[src/rtl/program_counter_ras.sv]
// Fetch-stage program counter with a circular return-address stack.
// Next-PC selection is combinational; PC, stack and status flags are registered.
module program_counter_ras #(
  parameter int               WIDTH        = 64,
  parameter int               RAS_DEPTH    = 4,
  parameter logic [WIDTH-1:0] RESET_VECTOR = '0
) (
  input  logic                           clock,
  input  logic                           reset,
  input  logic                           stall,
  input  logic [2:0]                     PS,
  input  logic [WIDTH-1:0]               in,
  output logic [WIDTH-1:0]               PC,
  output logic [WIDTH-1:0]               PC4,
  output logic [WIDTH-1:0]               ras_top,
  output logic [$clog2(RAS_DEPTH):0]     ras_count,
  output logic                           ras_overflow,
  output logic                           ras_underflow
);
  localparam int PW = $clog2(RAS_DEPTH);
  localparam int CW = PW + 1;

  typedef enum logic [2:0] {
    PS_HOLD  = 3'b000,
    PS_SEQ   = 3'b001,
    PS_ABS   = 3'b010,
    PS_REL   = 3'b011,
    PS_CALL  = 3'b100,
    PS_RET   = 3'b101,
    PS_ICALL = 3'b110,
    PS_RSVD  = 3'b111
  } ps_e;

  logic [RAS_DEPTH-1:0][WIDTH-1:0] stack;
  logic [PW-1:0]                   tp;
  logic [PW-1:0]                   tp_inc, tp_dec;
  logic [WIDTH-1:0]                rel, pc_next;
  logic                            push, pop, empty, full, uflow_next;

  assign PC4    = PC + WIDTH'(4);
  // Shifting drops the top two bits of the offset, so negative offsets wrap.
  assign rel    = PC4 + {in[WIDTH-3:0], 2'b00};
  assign tp_inc = tp + PW'(1);
  assign tp_dec = tp - PW'(1);
  assign empty  = (ras_count == '0);
  assign full   = (ras_count == CW'(RAS_DEPTH));
  assign ras_top = empty ? '0 : stack[tp];

  always_comb begin
    pc_next    = PC;
    push       = 1'b0;
    pop        = 1'b0;
    uflow_next = 1'b0;
    case (ps_e'(PS))
      PS_HOLD:  pc_next = PC;
      PS_SEQ:   pc_next = PC4;
      PS_ABS:   pc_next = in;
      PS_REL:   pc_next = rel;
      PS_CALL:  begin pc_next = rel; push = 1'b1; end
      PS_RET: begin
        if (!empty) begin
          pc_next = ras_top;
          pop     = 1'b1;
        end else begin
          pc_next    = PC4;
          uflow_next = 1'b1;
        end
      end
      PS_ICALL: begin pc_next = in; push = 1'b1; end
      PS_RSVD:  pc_next = PC;
      default:  pc_next = PC;
    endcase
  end

  always_ff @(posedge clock) begin
    if (reset) begin
      PC            <= RESET_VECTOR;
      tp            <= '0;
      ras_count     <= '0;
      stack         <= '0;
      ras_overflow  <= 1'b0;
      ras_underflow <= 1'b0;
    end else begin
      ras_overflow  <= 1'b0;
      ras_underflow <= 1'b0;
      if (!stall) begin
        PC            <= pc_next;
        ras_underflow <= uflow_next;
        if (push) begin
          // A full stack silently overwrites its oldest slot.
          stack[tp_inc] <= PC4;
          tp            <= tp_inc;
          if (full) ras_overflow <= 1'b1;
          else      ras_count    <= ras_count + CW'(1);
        end else if (pop) begin
          tp        <= tp_dec;
          ras_count <= ras_count - CW'(1);
        end
      end
    end
  end
endmodule

[config.mk]
export PLATFORM = sky130hd
export DESIGN_NAME = program_counter_ras
export DESIGN_NICKNAME = d
export VERILOG_FILES = /design/src/rtl/program_counter_ras.sv
export SDC_FILE = /design/constraint.sdc
export NUM_CORES = 1
export LEC_CHECK = 0
export CAP_MARGIN = 40
export CELL_PAD_IN_SITES_DETAIL_PLACEMENT = 0
export CELL_PAD_IN_SITES_GLOBAL_PLACEMENT = 1
export CORE_MARGIN = 4
export CORE_UTILIZATION = 38
export DETAILED_ROUTE_END_ITERATION = 16
export PLACE_DENSITY = 0.87
export SLEW_MARGIN = 20
export SYNTH_ARGS = -nofsm -noshare
export SYNTH_HDL_FRONTEND = slang
export SYNTH_SLANG_ARGS = --single-unit
[constraint.sdc]
create_clock -name clock -period 4.15 [get_ports clock]
set_input_delay 0.415 -clock clock [delete_from_list [all_inputs] [get_ports clock]]
set_output_delay 0.415 -clock clock [all_outputs]
set_load 0.05 [all_outputs]
# ---- After elaboration in Yosys (flattened, before gate mapping)
# Cells that the tools add are included.
dict set report word_totals {
  input_bits 70
  wordCells 63
  reg_bits 327
  output_inout_bits 197
}
dict set report classes {
  order_cmp 3
  eq_ne 9
  n_mux 18
  bitwise_logic 4
  add_sub_neg 6
  n_reduce_logical 14
}
# cell count
set ops {}
lappend ops {{bitwise mux 256 bit} 1}
lappend ops {{two-way mux 64 bit} 4}
lappend ops {{one-hot mux 64 bit (4 select lines)} 1}
lappend ops {{binary-select mux 64 bit (select 2 bit)} 1}
lappend ops {{demux 64 bit (select 2 bit)} 1}
lappend ops {{adder 64 x 3 -> 64 bit (second input constant)} 1}
lappend ops {{adder 64 bit} 1}
lappend ops {{== test 3 bit (second input constant)} 5}
lappend ops {{two-way mux 3 bit} 3}
lappend ops {{OR reduction 2 bit} 4}
lappend ops {{== test 3 x 2 -> 1 bit (second input constant)} 2}
lappend ops {{zero test 3 bit} 2}
lappend ops {{less-than comparator 2 x 3 -> 1 bit (second input constant)} 2}
lappend ops {{AND reduction 2 bit} 3}
lappend ops {{OR reduction 3 bit} 2}
lappend ops {{two-way mux 1 bit} 5}
lappend ops {{two-way mux 2 bit} 2}
lappend ops {{NOT 1 bit} 4}
lappend ops {{adder 3 x 1 -> 3 bit (second input constant)} 1}
lappend ops {{== test 3 x 1 -> 1 bit (second input constant)} 1}
lappend ops {{AND reduction 3 bit} 1}
lappend ops {{subtractor 3 x 1 -> 3 bit (second input constant)} 1}
lappend ops {{adder 2 x 1 -> 2 bit (second input constant)} 1}
lappend ops {{>= comparator 2 x 1 -> 1 bit (second input constant)} 1}
lappend ops {{4 further kinds} 4}

# ---- Logic depth before layout (Yosys ltp)
dict set report logic_depth {
  word_depth 6
  mapped_depth 21
  mapped_depth_nobuf 19
}

# ---- Worst setup path before layout
# OpenSTA, ideal clock, no wires.
dict set report synth_path {
  kind {register to register}
  from {reg PC[3]}
  to {reg PC[61]}
  arrival_ns 5.050
  required_ns 4.049
  n_path_buf 1
  slack_ns -1.001
  synth_period_minus_slack_ns 5.151
  path_stages_with_launch 20
  setup_ns 0.101
  cell_sequence {dfxtp_1 -> ha_1 -> nand4_1 -> or3b_1 -> buf_6 -> inv_1 -> nand4_1 -> xor2_1 -> inv_1 -> ha_1 -> a21oi_1 -> o21bai_1 -> a21oi_1 -> a21boi_0 -> o31ai_1 -> a221oi_1 -> nand3_1 -> a311oi_1 -> xor2_1 -> o41ai_1}
}
dict set report synth_between {
  elab_chain_len 3
  word_cells_on_any_way 4
  classes_between {add/sub (2); mux (2)}
}
# item line_no
set synth_lines {}
lappend synth_lines {{start, declared} 13} ;# output logic [WIDTH-1:0] PC,
lappend synth_lines {{start signal, assigned} 87} ;# PC <= pc_next;
lappend synth_lines {{adder 64 x 3 -> 64 bit} 40} ;# assign PC4 = PC + WIDTH'(4);
lappend synth_lines {{named net PC4[42]} 14} ;# output logic [WIDTH-1:0] PC4,
lappend synth_lines {{adder 64 bit} 42} ;# assign rel = PC4 + {in[WIDTH-3:0], 2'b00};
lappend synth_lines {{one-hot mux 64 bit (4 select lines)} 54} ;# case (ps_e'(PS))
# The timed path passes the listed nets, and every way through them passes these cells.
# A chain may end at the register's enable or synchronous reset.

# ---- Final worst setup path
dict set report layout_path {
  from {reg PC[20]}
  to {reg PC[57]}
}
dict set report layout_between {
  elab_chain_len 3
  word_cells_on_any_way 4
  classes_between {add/sub (2); mux (2)}
}
# item line_no
set layout_lines {}
lappend layout_lines {{adder 64 x 3 -> 64 bit *} 40}
lappend layout_lines {{adder 64 bit or two-way mux 64 bit (tied branches)} {42, 61}}
lappend layout_lines {{one-hot mux 64 bit (4 select lines) *} 54}
# Every way passes the cells marked *; elsewhere a longest branch is shown, timed or not.

==> results.toml <==
[outcome]
status = "finished with violations"
violations = "setup timing"

[synth]
synth_top_family_by_area = "compound AO/OA/AOI/OAI gates"
yosysSeqAreaShare = 0.3340
synth_ff_type = "dfxtp_1"
synthAdderAreaFrac = 0.05311
synth-seq-cells = 327
synth_edf_count = 0
yosys_warnings = 0
synth_cells = 2349
syn-cell-area_um2 = 19600
synth_compound_area_frac = 0.2409
yosys.area_share.simple = 0.1890
syn_nets = 2501
synth-xor-area-share = 0.05177
avgSynthCellArea_um2 = 8.345
synthMuxAreaShare = 0.07564
async_reset_ff_frac = 0
synth.distinct_cells = 84

[run]
cap_violations = 0

[final_layout]
multi_input_area_um2 = 13400
ff_latch_area_um2 = 6655
fin_area_um2 = 27960
area_growth_pct = 42.66
fill_cells = 4422
nets = 2961
layout-drive-gt1-share = 0.2727
finalNonFillerCells = 3512

[timing]
setup_ws_ps = -49.33
finalCritPeriodShare = 1.012
final.min_clock_period_ps = 4199
worst_pin_slew_ps = 849.4
relSlewSlack = 0.4338
rsz0062_at_grt = "yes"
finalClockSkew_ps = 21.00
hold_viol = 0
fin_hold_ws_ps = 345.5
setup_viol = 3
timing.fmax_mhz = 238.1
slew_violations = 0

[worst_setup_path]
cp-startpoint = "PC[20]"
critPathArrivalTime_ps = 4650
critical_path_required_ps = 4600
crit_path_cell_trace = "nand2_1 -> nor4_4 -> buf_4 -> or3b_4 -> inv_2 -> buf_4 -> nand4_1 -> xor2_2 -> inv_4 -> ha_4 -> a21oi_4 -> o21bai_1 -> a21oi_2 -> a21boi_4 -> o31ai_2 -> a221oi_1 -> nand3_1 -> buf_4 -> buf_4 -> xor2_2 -> a21oi_2 -> nor2_1"
worst-path-stages = 22
crit_path_end_kind = "flip-flop"
critical_path.max_fanout = 4
cp-start-kind = "flip-flop"
ff2ff_path_depth = 22
timing.rr.end = "PC[57]"
cp_slowest_cell = "or3b_4"
max_stage_delay_ps = 440
critical_path.top_delay_family = "simple AND/OR/NAND/NOR gates"
r2r_setup_slack_ps = -50
critPathBufInv = 6
cp-endpoint = "PC[57]"
crit_type = "flip-flop to flip-flop"
cp_common_cell = "buf_4"
crit-reg2reg-launch = "PC[20]"

[global_route]
grt_pass1_vias = 20144
antenna_found_initial = 1
met3_usage = 0.04112
grt_max_degree = 82
grt_pass1_wl_mm = 113.8
gr-max-usage-layer = "met2"
gr-total-overflow = 0
grt.met1_usage = 0.3265
groute.usage.overall = 0.2533
grtUsageMet2 = 0.4231

[worst_hold_path]
min-delay-start = "reset"
hold_class = "input pin to flip-flop"

[place]
port_buffers = 266
dpl.hpwl_mm = 54.10
postPlaceCellArea_um2 = 25430
globalplace.congestion = 0.9092
dp.cells = 3399

[power]
vdd_drop_max_uv = 237.9
p_leak_nw = 10.50
p_per_area_nw_per_um2 = 352.1

[die]
fp.dieArea_um2 = 55280
core_um2 = 50580
start_util = 0.3875
die_w_um = 235.1
die_height_um = 235.1
row_count = 82
io_pins = 267

[route]
drt-pass1-iter-count = 6
vias_per_cell = 5.789
drt_iter0_markers = 1781
via_count = 20330
wl_per_cell_um = 21.35
ant_nets = 0
wl_mm = 74.97
drc = 0

[clock_tree]
cts_buffers = 39
clock_sinks = 327
cts_tree = "built"
root_buffer = "clkbuf_16"
clock_path_buffers = 3
cts.htree.levels = 2
cts_hold_buf = 0
clk_latency_ps = 560
clk_pin_slew_worst_paths_ps = 60
## metrics by stage
step	utilization	total power, mW	setup slack, ps	setup TNS (ps)
floorplan	-	5.076	-92.71	-254.2
global placement	0.5015	6.201	-97.67	-379.3
detailed placement	0.5027	6.243	-165.2	-1574
CTS	0.5296	9.640	-35.51	-35.51
global route	0.5528	10.20	-208.0	-1341
finish	0.5528	9.847	-49.33	-76.46
## flip-flops by register name, summed over array words and instances (netlist names)
signal         count
PC                64
ras_count          3
ras_overflow       1
ras_underflow      1
stack            256
tp                 2
## cells in the final DEF, fill, tap and decap left out, types with 47 or more instances in the layout
cell,netlist,final
a221oi_1,56,54
o21ai_0,92,77
and2_1,76,71
a21oi_1,145,120
nor3_1,55,47
inv_1,93,50
a211oi_1,255,251
mux4_2,64,64
clkdlybuf4s50_1,0,254
nand2_1,111,100
dfxtp_1,327,284
buf_4,3,322
nor2_1,375,367
## worst register-to-register path, stage by stage (launching register included)
cell and delay (ps):
dfxtp_4 350, nand2_1 100, nor4_4 260, buf_4 190
or3b_4 440, inv_2 90, buf_4 130, nand4_1 140
xor2_2 270, inv_4 70, ha_4 240, a21oi_4 140
o21bai_1 90, a21oi_2 160, a21boi_4 220, o31ai_2 90
a221oi_1 250, nand3_1 190, buf_4 180, buf_4 130
xor2_2 180, a21oi_2 130, nor2_1 50
## power by group
group | switching [mW] | internal [mW]
clock | 1.42 | 1.98
sequential | 0.108 | 3.25
combinational | 1.84 | 1.25
## repair_timing
action,CTS,global route
endpoints found under the hold margin,0,0
endpoints found under the setup margin,23,37
pin swaps,7,64
resized for setup,20,173
setup buffers,6,37
cloned,0,0
## cell usage after synthesis (16+ instances only)
cell type  count  share of area
clkbuf_1     164          0.031
and2_1        76          0.024
o21a_1        16         0.0061
nand3_1       28         0.0071
nor2_1       375          0.072
o21ai_0       92          0.023
xnor2_1       57          0.025
a31oi_1       17         0.0054
mux4_2        64          0.074
inv_1         93          0.018
nand2_1      111          0.021
nand4_1       40          0.013
a221oi_1      56          0.025
nor3_1        55          0.014
dfxtp_1      327           0.33
ha_1          80          0.051
xor2_1        57          0.025
a21o_1        33          0.013
a21oi_1      145          0.037
a211oi_1     255          0.098
and3_1        21         0.0067
## worst min path at each step
stage / cells after the start / to
after CTS: 2 / PC[4]
after global placement: 2 / stack[195]
after global routing: 2 / PC[4]
after detailed placement: 2 / stack[195]
final: 2 / PC[4]
after floorplan: 2 / stack[64]
## final cells by class
type	count	share of cell area
clock buffer	55	0.03929
antenna	2	0.0001790
inverter	93	0.01392
clock inverter	15	0.004922
tap	672	0.03007
sequential	327	0.2380
timing repair buffer	606	0.1945
multi-input combinational	1742	0.4791
## kinds of logic after synthesis
logic type               after synthesis
AND/OR/NAND/NOR                      784
AO/OA/AOI/OAI                        693
flip-flops                           327
buffers and inverters                280
XOR/XNOR                             115
adder cells (fa/ha/maj)               82
multiplexers                          68
## routing by layer
| layer | routed length, µm | part of all wire |
|---|---|---|
| met1 | 31070 | 0.41 |
| met2 | 36070 | 0.48 |
| met3 | 4841 | 0.065 |
| met4 | 2991 | 0.040 |
| met5 | 0 | 0 |
No activity file was read; power rests on OpenSTA's default activity.
